===== src/rtl/junction_ctrl_pkg.sv =====
// rtl/junction_ctrl_pkg.sv - shared state encoding and default constants for the junction dose sequencer
//
// Contents:
//   seq_state_t       sequencer FSM states (IDLE, DOSE, DWELL, DRAIN)
//   DEF_*             default parameter values for the sequencer
//   max_int()         elaboration-time helper for sizing counters
package junction_ctrl_pkg;

    typedef enum logic [1:0] {
        IDLE  = 2'd0,
        DOSE  = 2'd1,
        DWELL = 2'd2,
        DRAIN = 2'd3
    } seq_state_t;

    localparam int DEF_CNT_W        = 16;
    localparam int DEF_STEP_DIV     = 4;
    localparam int DEF_RESID_CYCLES = 64;
    localparam int DEF_DRAIN_CYCLES = 16;

    function automatic int max_int(input int a, input int b);
        return (a > b) ? a : b;
    endfunction

endpackage


===== src/rtl/dose_channel.sv =====
// rtl/dose_channel.sv - one inlet channel: remaining step count, inlet valve and pump step pulse
//
// Ports:
//   clk, rst_n   clock, asynchronous active-low reset
//   load         latch count as the remaining steps for a new sequence
//   count        number of pump steps for this channel
//   tick         shared divider strobe; one step is issued on the following cycle
//   clear        abort: drop the remaining count, close the valve, cancel any step
//   valve        inlet valve open (registered)
//   step         one-cycle pump step pulse (registered)
//   empty        no steps remaining
module dose_channel #(
    parameter int CNT_W = 16
) (
    input  logic             clk,
    input  logic             rst_n,
    input  logic             load,
    input  logic [CNT_W-1:0] count,
    input  logic             tick,
    input  logic             clear,
    output logic             valve,
    output logic             step,
    output logic             empty
);

    logic [CNT_W-1:0] remain;
    logic             fire;

    assign empty = (remain == '0);
    assign fire  = tick && !empty;

    always_ff @(posedge clk or negedge rst_n) begin
        if (!rst_n) begin
            remain <= '0;
            valve  <= 1'b0;
            step   <= 1'b0;
        end else if (clear) begin
            remain <= '0;
            valve  <= 1'b0;
            step   <= 1'b0;
        end else if (load) begin
            remain <= count;
            valve  <= (count != '0);
            step   <= 1'b0;
        end else begin
            step <= fire;
            if (fire) begin
                remain <= remain - CNT_W'(1);
            end
            // Sampling the count before the decrement keeps the valve open
            // through the cycle that carries the final step pulse.
            valve <= !empty;
        end
    end

endmodule


===== src/rtl/junction_dose_sequencer.sv =====
// rtl/junction_dose_sequencer.sv - two-inlet dose / dwell / drain sequencer for the diffusion-mixer junction
//
// Ports:
//   clk, rst_n               clock, asynchronous active-low reset
//   cmd_valid, cmd_ready     dose command handshake (ready only in IDLE)
//   cmd_dose_a, cmd_dose_b   pump step counts, latched on acceptance
//   abort                    cancel the running sequence; blocks acceptance in IDLE
//   valve_a, valve_b         inlet valves
//   step_a, step_b           pump step pulses
//   valve_out                outlet valve
//   busy                     sequence in progress
//   done, aborted, err       one-cycle completion / cancel / reject pulses
module junction_dose_sequencer
    import junction_ctrl_pkg::*;
#(
    parameter int CNT_W        = DEF_CNT_W,
    parameter int STEP_DIV     = DEF_STEP_DIV,
    parameter int RESID_CYCLES = DEF_RESID_CYCLES,
    parameter int DRAIN_CYCLES = DEF_DRAIN_CYCLES
) (
    input  logic             clk,
    input  logic             rst_n,
    input  logic             cmd_valid,
    output logic             cmd_ready,
    input  logic [CNT_W-1:0] cmd_dose_a,
    input  logic [CNT_W-1:0] cmd_dose_b,
    input  logic             abort,
    output logic             valve_a,
    output logic             valve_b,
    output logic             step_a,
    output logic             step_b,
    output logic             valve_out,
    output logic             busy,
    output logic             done,
    output logic             aborted,
    output logic             err
);

    localparam int DIV_W = $clog2(STEP_DIV);
    localparam int TMR_W = $clog2(max_int(RESID_CYCLES, DRAIN_CYCLES) + 1);

    // Steps are registered, so the channels are told one cycle early:
    // a tick while the divider sits at STEP_DIV-2 puts the step pulse in
    // the cycle where the divider reads STEP_DIV-1.
    localparam logic [DIV_W-1:0] DIV_PRE  = DIV_W'(STEP_DIV - 2);
    localparam logic [DIV_W-1:0] DIV_LAST = DIV_W'(STEP_DIV - 1);
    localparam logic [TMR_W-1:0] RESID_LD = TMR_W'(RESID_CYCLES - 1);
    localparam logic [TMR_W-1:0] DRAIN_LD = TMR_W'(DRAIN_CYCLES - 1);

    seq_state_t       state;
    seq_state_t       state_next;
    logic [DIV_W-1:0] div;
    logic [TMR_W-1:0] tmr;

    logic             accept;
    logic             start;
    logic             reject;
    logic             abort_hit;
    logic             drain_end;
    logic             tmr_load;
    logic [TMR_W-1:0] tmr_value;
    logic             tick;
    logic             empty_a;
    logic             empty_b;

    assign cmd_ready = (state == IDLE);
    assign busy      = (state != IDLE);

    // ------------------------------------------------------------------
    // Next-state and control decode
    // ------------------------------------------------------------------
    always_comb begin
        state_next = state;
        accept     = cmd_valid && (state == IDLE) && !abort;
        start      = accept && ((cmd_dose_a != '0) || (cmd_dose_b != '0));
        reject     = accept && (cmd_dose_a == '0) && (cmd_dose_b == '0);
        abort_hit  = abort && (state != IDLE);
        drain_end  = 1'b0;
        tmr_load   = 1'b0;
        tmr_value  = '0;
        tick       = (state == DOSE) && (div == DIV_PRE) && !abort;

        case (state)
            IDLE: begin
                if (start) begin
                    state_next = DOSE;
                end
            end
            DOSE: begin
                if (abort) begin
                    state_next = IDLE;
                end else if (empty_a && empty_b) begin
                    state_next = DWELL;
                    tmr_load   = 1'b1;
                    tmr_value  = RESID_LD;
                end
            end
            DWELL: begin
                if (abort) begin
                    state_next = IDLE;
                end else if (tmr == '0) begin
                    state_next = DRAIN;
                    tmr_load   = 1'b1;
                    tmr_value  = DRAIN_LD;
                end
            end
            DRAIN: begin
                if (abort) begin
                    state_next = IDLE;
                end else if (tmr == '0) begin
                    state_next = IDLE;
                    drain_end  = 1'b1;
                end
            end
            default: begin
                state_next = IDLE;
            end
        endcase
    end

    // ------------------------------------------------------------------
    // State, divider, shared dwell/drain timer and status pulses
    // ------------------------------------------------------------------
    always_ff @(posedge clk or negedge rst_n) begin
        if (!rst_n) begin
            state     <= IDLE;
            div       <= '0;
            tmr       <= '0;
            valve_out <= 1'b0;
            done      <= 1'b0;
            aborted   <= 1'b0;
            err       <= 1'b0;
        end else begin
            state <= state_next;

            if (start) begin
                div <= '0;
            end else if (state == DOSE) begin
                div <= (div == DIV_LAST) ? '0 : div + DIV_W'(1);
            end

            if (tmr_load) begin
                tmr <= tmr_value;
            end else if (tmr != '0) begin
                tmr <= tmr - TMR_W'(1);
            end

            valve_out <= (state_next == DRAIN);
            done      <= drain_end;
            aborted   <= abort_hit;
            err       <= reject;
        end
    end

    // ------------------------------------------------------------------
    // Inlet channels
    // ------------------------------------------------------------------
    dose_channel #(
        .CNT_W (CNT_W)
    ) u_chan_a (
        .clk   (clk),
        .rst_n (rst_n),
        .load  (start),
        .count (cmd_dose_a),
        .tick  (tick),
        .clear (abort_hit),
        .valve (valve_a),
        .step  (step_a),
        .empty (empty_a)
    );

    dose_channel #(
        .CNT_W (CNT_W)
    ) u_chan_b (
        .clk   (clk),
        .rst_n (rst_n),
        .load  (start),
        .count (cmd_dose_b),
        .tick  (tick),
        .clear (abort_hit),
        .valve (valve_b),
        .step  (step_b),
        .empty (empty_b)
    );

endmodule

===== config.mk =====
export PLATFORM = sky130hd
export DESIGN_NAME = junction_dose_sequencer
export DESIGN_NICKNAME = d
export VERILOG_FILES = /design/src/rtl/junction_ctrl_pkg.sv /design/src/rtl/dose_channel.sv /design/src/rtl/junction_dose_sequencer.sv
export SDC_FILE = /design/constraint.sdc
export NUM_CORES = 1
export LEC_CHECK = 0
export BUFFER_PORTS_ARGS = -buffer_cell sky130_fd_sc_hd__buf_2
export CAP_MARGIN = 20
export CORE_ASPECT_RATIO = 0.9
export CORE_MARGIN = 1.5
export CORE_UTILIZATION = 53
export CTS_CLUSTER_SIZE = 40
export DETAILED_ROUTE_END_ITERATION = 6
export GPL_TIMING_DRIVEN = 0
export PLACE_DENSITY = 0.77
export SKIP_CTS_REPAIR_TIMING = 1
export SYNTH_ARGS = -nofsm -noshare
export SYNTH_HDL_FRONTEND = slang
export SYNTH_HIERARCHICAL = 1
export SYNTH_SLANG_ARGS = --single-unit

===== constraint.sdc =====
create_clock -name clk -period 2.33 [get_ports clk]
set_input_delay 0.5825 -clock clk [delete_from_list [all_inputs] [get_ports clk]]
set_output_delay 0.5825 -clock clk [all_outputs]
set_load 0.01 [all_outputs]

==> impl_metrics.py <==
metrics = {
    "synthesis": {
        "ys_warn_count": 6,
        "seq_area_frac_synth_pct": 37.2,
        "synth_top_area_share_pct": 37.2,
        "syn_nets": 425,
        "synth_top_cell_by_area": "dfrtp_1",
        "ys_async_sr_fraction_pct": 100,
        "synthCells": 379,
        "ys_ff_latch": 51,
        "synth_ff_type": "dfrtp_1",
        "synth_edf_count": 0,
        "avgSynthCellArea_sq_um": 9.06,
        "synth.cell_area_sq_um": 3430,
        "ys_top_cells_by_area": "dfrtp_1 (37%), a311oi_1 (5.1%), nor2_1 (4.4%)",
        "yosys.cell_types.count": 55,
    },
    "routing": {
        "drc": 0,
        "first_pass_iters": 6,
        "drt_wl_total_mm": 10.4,
        "ant_nets": 0,
        "wl_per_cell_microns": 18.7,
        "drt_iter0_markers": 425,
        "vias_per_cell": 6.61,
        "dr_total_vias": 3686,
    },
    "clock_tree": {
        "htreeDepth": 2,
        "cts.sinks": 51,
        "cts_buffer_depth": 2,
        "clock_latency_ps": 310,
        "cts_buffers": 5,
        "cts_tree": "done",
        "clk_pin_slew_ps": 100,
        "clockRootBuffer": "clkbuf_8",
    },
    "place": {
        "io_buffers": 45,
        "dpl.hpwl_mm": 6.79,
        "gp_congestion": 0.960,
        "dpl_worst_slack_ps": -701,
    },
    "timing": {
        "whs_ps": 206,
        "layout_min_cycle_time_ps": 2390,
        "slew_headroom_pct": 59.3,
        "setup_ws_ps": -57.3,
        "finalMaxSlewViolations": 0,
        "worst_pin_slew_ps": 611,
        "fmax_mhz": 419,
        "finalCritPeriodShare_pct": 102,
        "fin_worst_skew_ps": 8.05,
        "final_hold_viol_count": 0,
        "finalSetupViolations": 4,
        "fin_setup_tns_ps": -81.9,
        "rsz0062_at_grt": "yes",
    },
    "grt": {
        "grt_pass1_wl_mm": 15.5,
        "grt_antenna_before_repair": 0,
        "grt_pass1_vias": 3147,
        "gr-total-overflow": 0,
        "grt_start_max_net_pins": 35,
        "grtUsageTotal_pct": 28.1,
    },
    "critical_path": {
        "cp_slowest_cell": "dfrtp_2",
        "critPathTopFamily": "simple AND/OR/NAND/NOR gates",
        "required_ps": 2580,
        "crit_buf_inv": 2,
        "crit_type": "reg2reg",
        "cp-start-kind": "flop",
        "cp-end-kind": "flop",
        "cp_cell_sequence": "inv_1 > ha_4 > nor4b_4 > nand4_1 > inv_4 > nand3_1 > a311o_1 > or3b_4 > a21oi_2",
        "max_stage_delay_ps": 440,
        "critPathMaxFanout": 7,
        "arrival_ps": 2630,
    },
    "status": {
        "status": "finished, violations left",
        "violations": "setup timing",
    },
    "finish": {
        "drive_above_1_share_pct": 36.3,
        "fillers": 430,
        "n_antenna_cell": 0,
        "layout.nets": 516,
        "synthToLayoutAreaGrowth_pct": 30.6,
    },
    "floorplanning": {
        "rows": 27,
        "die_y_microns": 79.3,
        "pin_count": 46,
        "core_sq_um": 6180,
        "start_util_pct": 55.5,
        "die_area_sq_um": 6970,
        "die_width_microns": 87.8,
    },
    "power_and_ir_drop": {
        "vdd_drop_max_uv": 642,
        "p_leak_nw": 1.78,
        "powerDensity_nw_per_um2": 1100,
    },
    "min_path": {
        "hp-class": "in2async",
    },
    "flow_run": {
        "cap_violations": 0,
    },
}
==> layout make-up <==
type / instances / area, sq um / area share [%]
Timing Repair Buffer: 85 / 538 / 12.0
Tap cell: 87 / 109 / 2.43
Multi-Input combinational cell: 286 / 2220 / 49.5
Clock buffer: 5 / 68.8 / 1.54
Clock inverter: 3 / 71.3 / 1.59
Buffer: 15 / 85.1 / 1.90
Inverter: 26 / 105 / 2.35
Sequential cell: 51 / 1290 / 28.7
==> sequential cells by signal, indices dropped and copies added (netlist names) <==
| register | flops |
|---|---|
| u_chan_a/remain | 16 |
| u_chan_b/remain | 16 |
| tmr | 7 |
| div | 2 |
| state | 2 |
| aborted | 1 |
| done | 1 |
| err | 1 |
| u_chan_a/step | 1 |
| u_chan_a/valve | 1 |
| u_chan_b/step | 1 |
| u_chan_b/valve | 1 |
| valve_out | 1 |
==> layer usage <==
layer	GRT usage, %	wire, microns	part of all wire [%]
met5	0	0	0
met4	5.87	148	1.4
met3	4.47	967	9.3
met2	42.1	4740	45
met1	42.5	4590	44
==> path summary, 6_finish.rpt <==
| kind | start | endpoint | slack, ps | depth (start not counted) |
|---|---|---|---|---|
| max in group asynchronous | rst_n | u_chan_b/remain[0] | 1580 | 2 |
| min in group clk | cmd_dose_b[9] | u_chan_b/remain[9] | 540 | 3 |
| min | rst_n | tmr[4] | 210 | 1 |
| max reg2reg | u_chan_b/remain[0] | valve_out | -60 | 9 |
| min reg2reg | tmr[1] | tmr[1] | 560 | 2 |
| max | u_chan_b/remain[0] | valve_out | -60 | 9 |
==> synth_stat cells (all sizes together), types with 3 or more instances <==
cell type and n:
a31oi 8, a31o 4, o31ai 4, o41ai 4, nand3 14, dfrtp 51
clkbuf 12, nand3b 8, and4 3, o21ai 16, a21oi 5, and3 4
nor3 12, nor4b 7, o211ai 3, nor2 40, or3 9, mux2i 4
buf 4, nand2 17, xnor2 3, nor2b 4, or4 13, nor4 25
or2 3, inv 26, a311oi 20, nand4 17, ha 10, o21bai 4
a211oi 3
==> logic make-up after synthesis <==
logic type / count (synthesis) / share of synthesized area, %
simple gates: 186 / 33.8
compound gates: 81 / 18.0
flops: 51 / 37.2
buf+inv: 42 / 4.74
fa+ha+maj: 10 / 3.65
mux: 6 / 1.82
xor+xnor: 3 / 0.766
==> layout by cell type (no fill, tap or decap), drive strengths merged, types with 5 or more instances in the layout <==
| master | count |
|---|---|
| inv | 27 |
| nand3b | 8 |
| or3 | 9 |
| o21ai | 16 |
| a31oi | 8 |
| nand3 | 14 |
| nor4b | 7 |
| dfrtp | 51 |
| nand4 | 17 |
| ha | 10 |
| nor2 | 40 |
| nor4 | 25 |
| nor3 | 12 |
| clkbuf | 15 |
| a21oi | 5 |
| or4 | 13 |
| buf | 90 |
| nand2 | 17 |
| a311oi | 20 |
==> per-stage QoR <==
stage	std cells	instance area, sq um	power [W]	util, %
2_1_floorplan	379	3500	0.00306	-
3_3_place_gp	511	3840	0.00351	62.1
3_5_place_dp	512	3860	0.00358	62.4
4_1_cts	520	4000	0.00434	64.7
5_1_grt	558	4480	0.00520	72.5
6_report	558	4480	0.00491	72.5
==> where the power goes <==
group | internal (W) | switching [W]
logic | 0.00112 | 0.00119
registers | 0.00125 | 0.000584
clock network | 0.000436 | 0.000326
total | 0.00281 | 0.00210
Note: power is estimated with default switching activity, not from simulation.
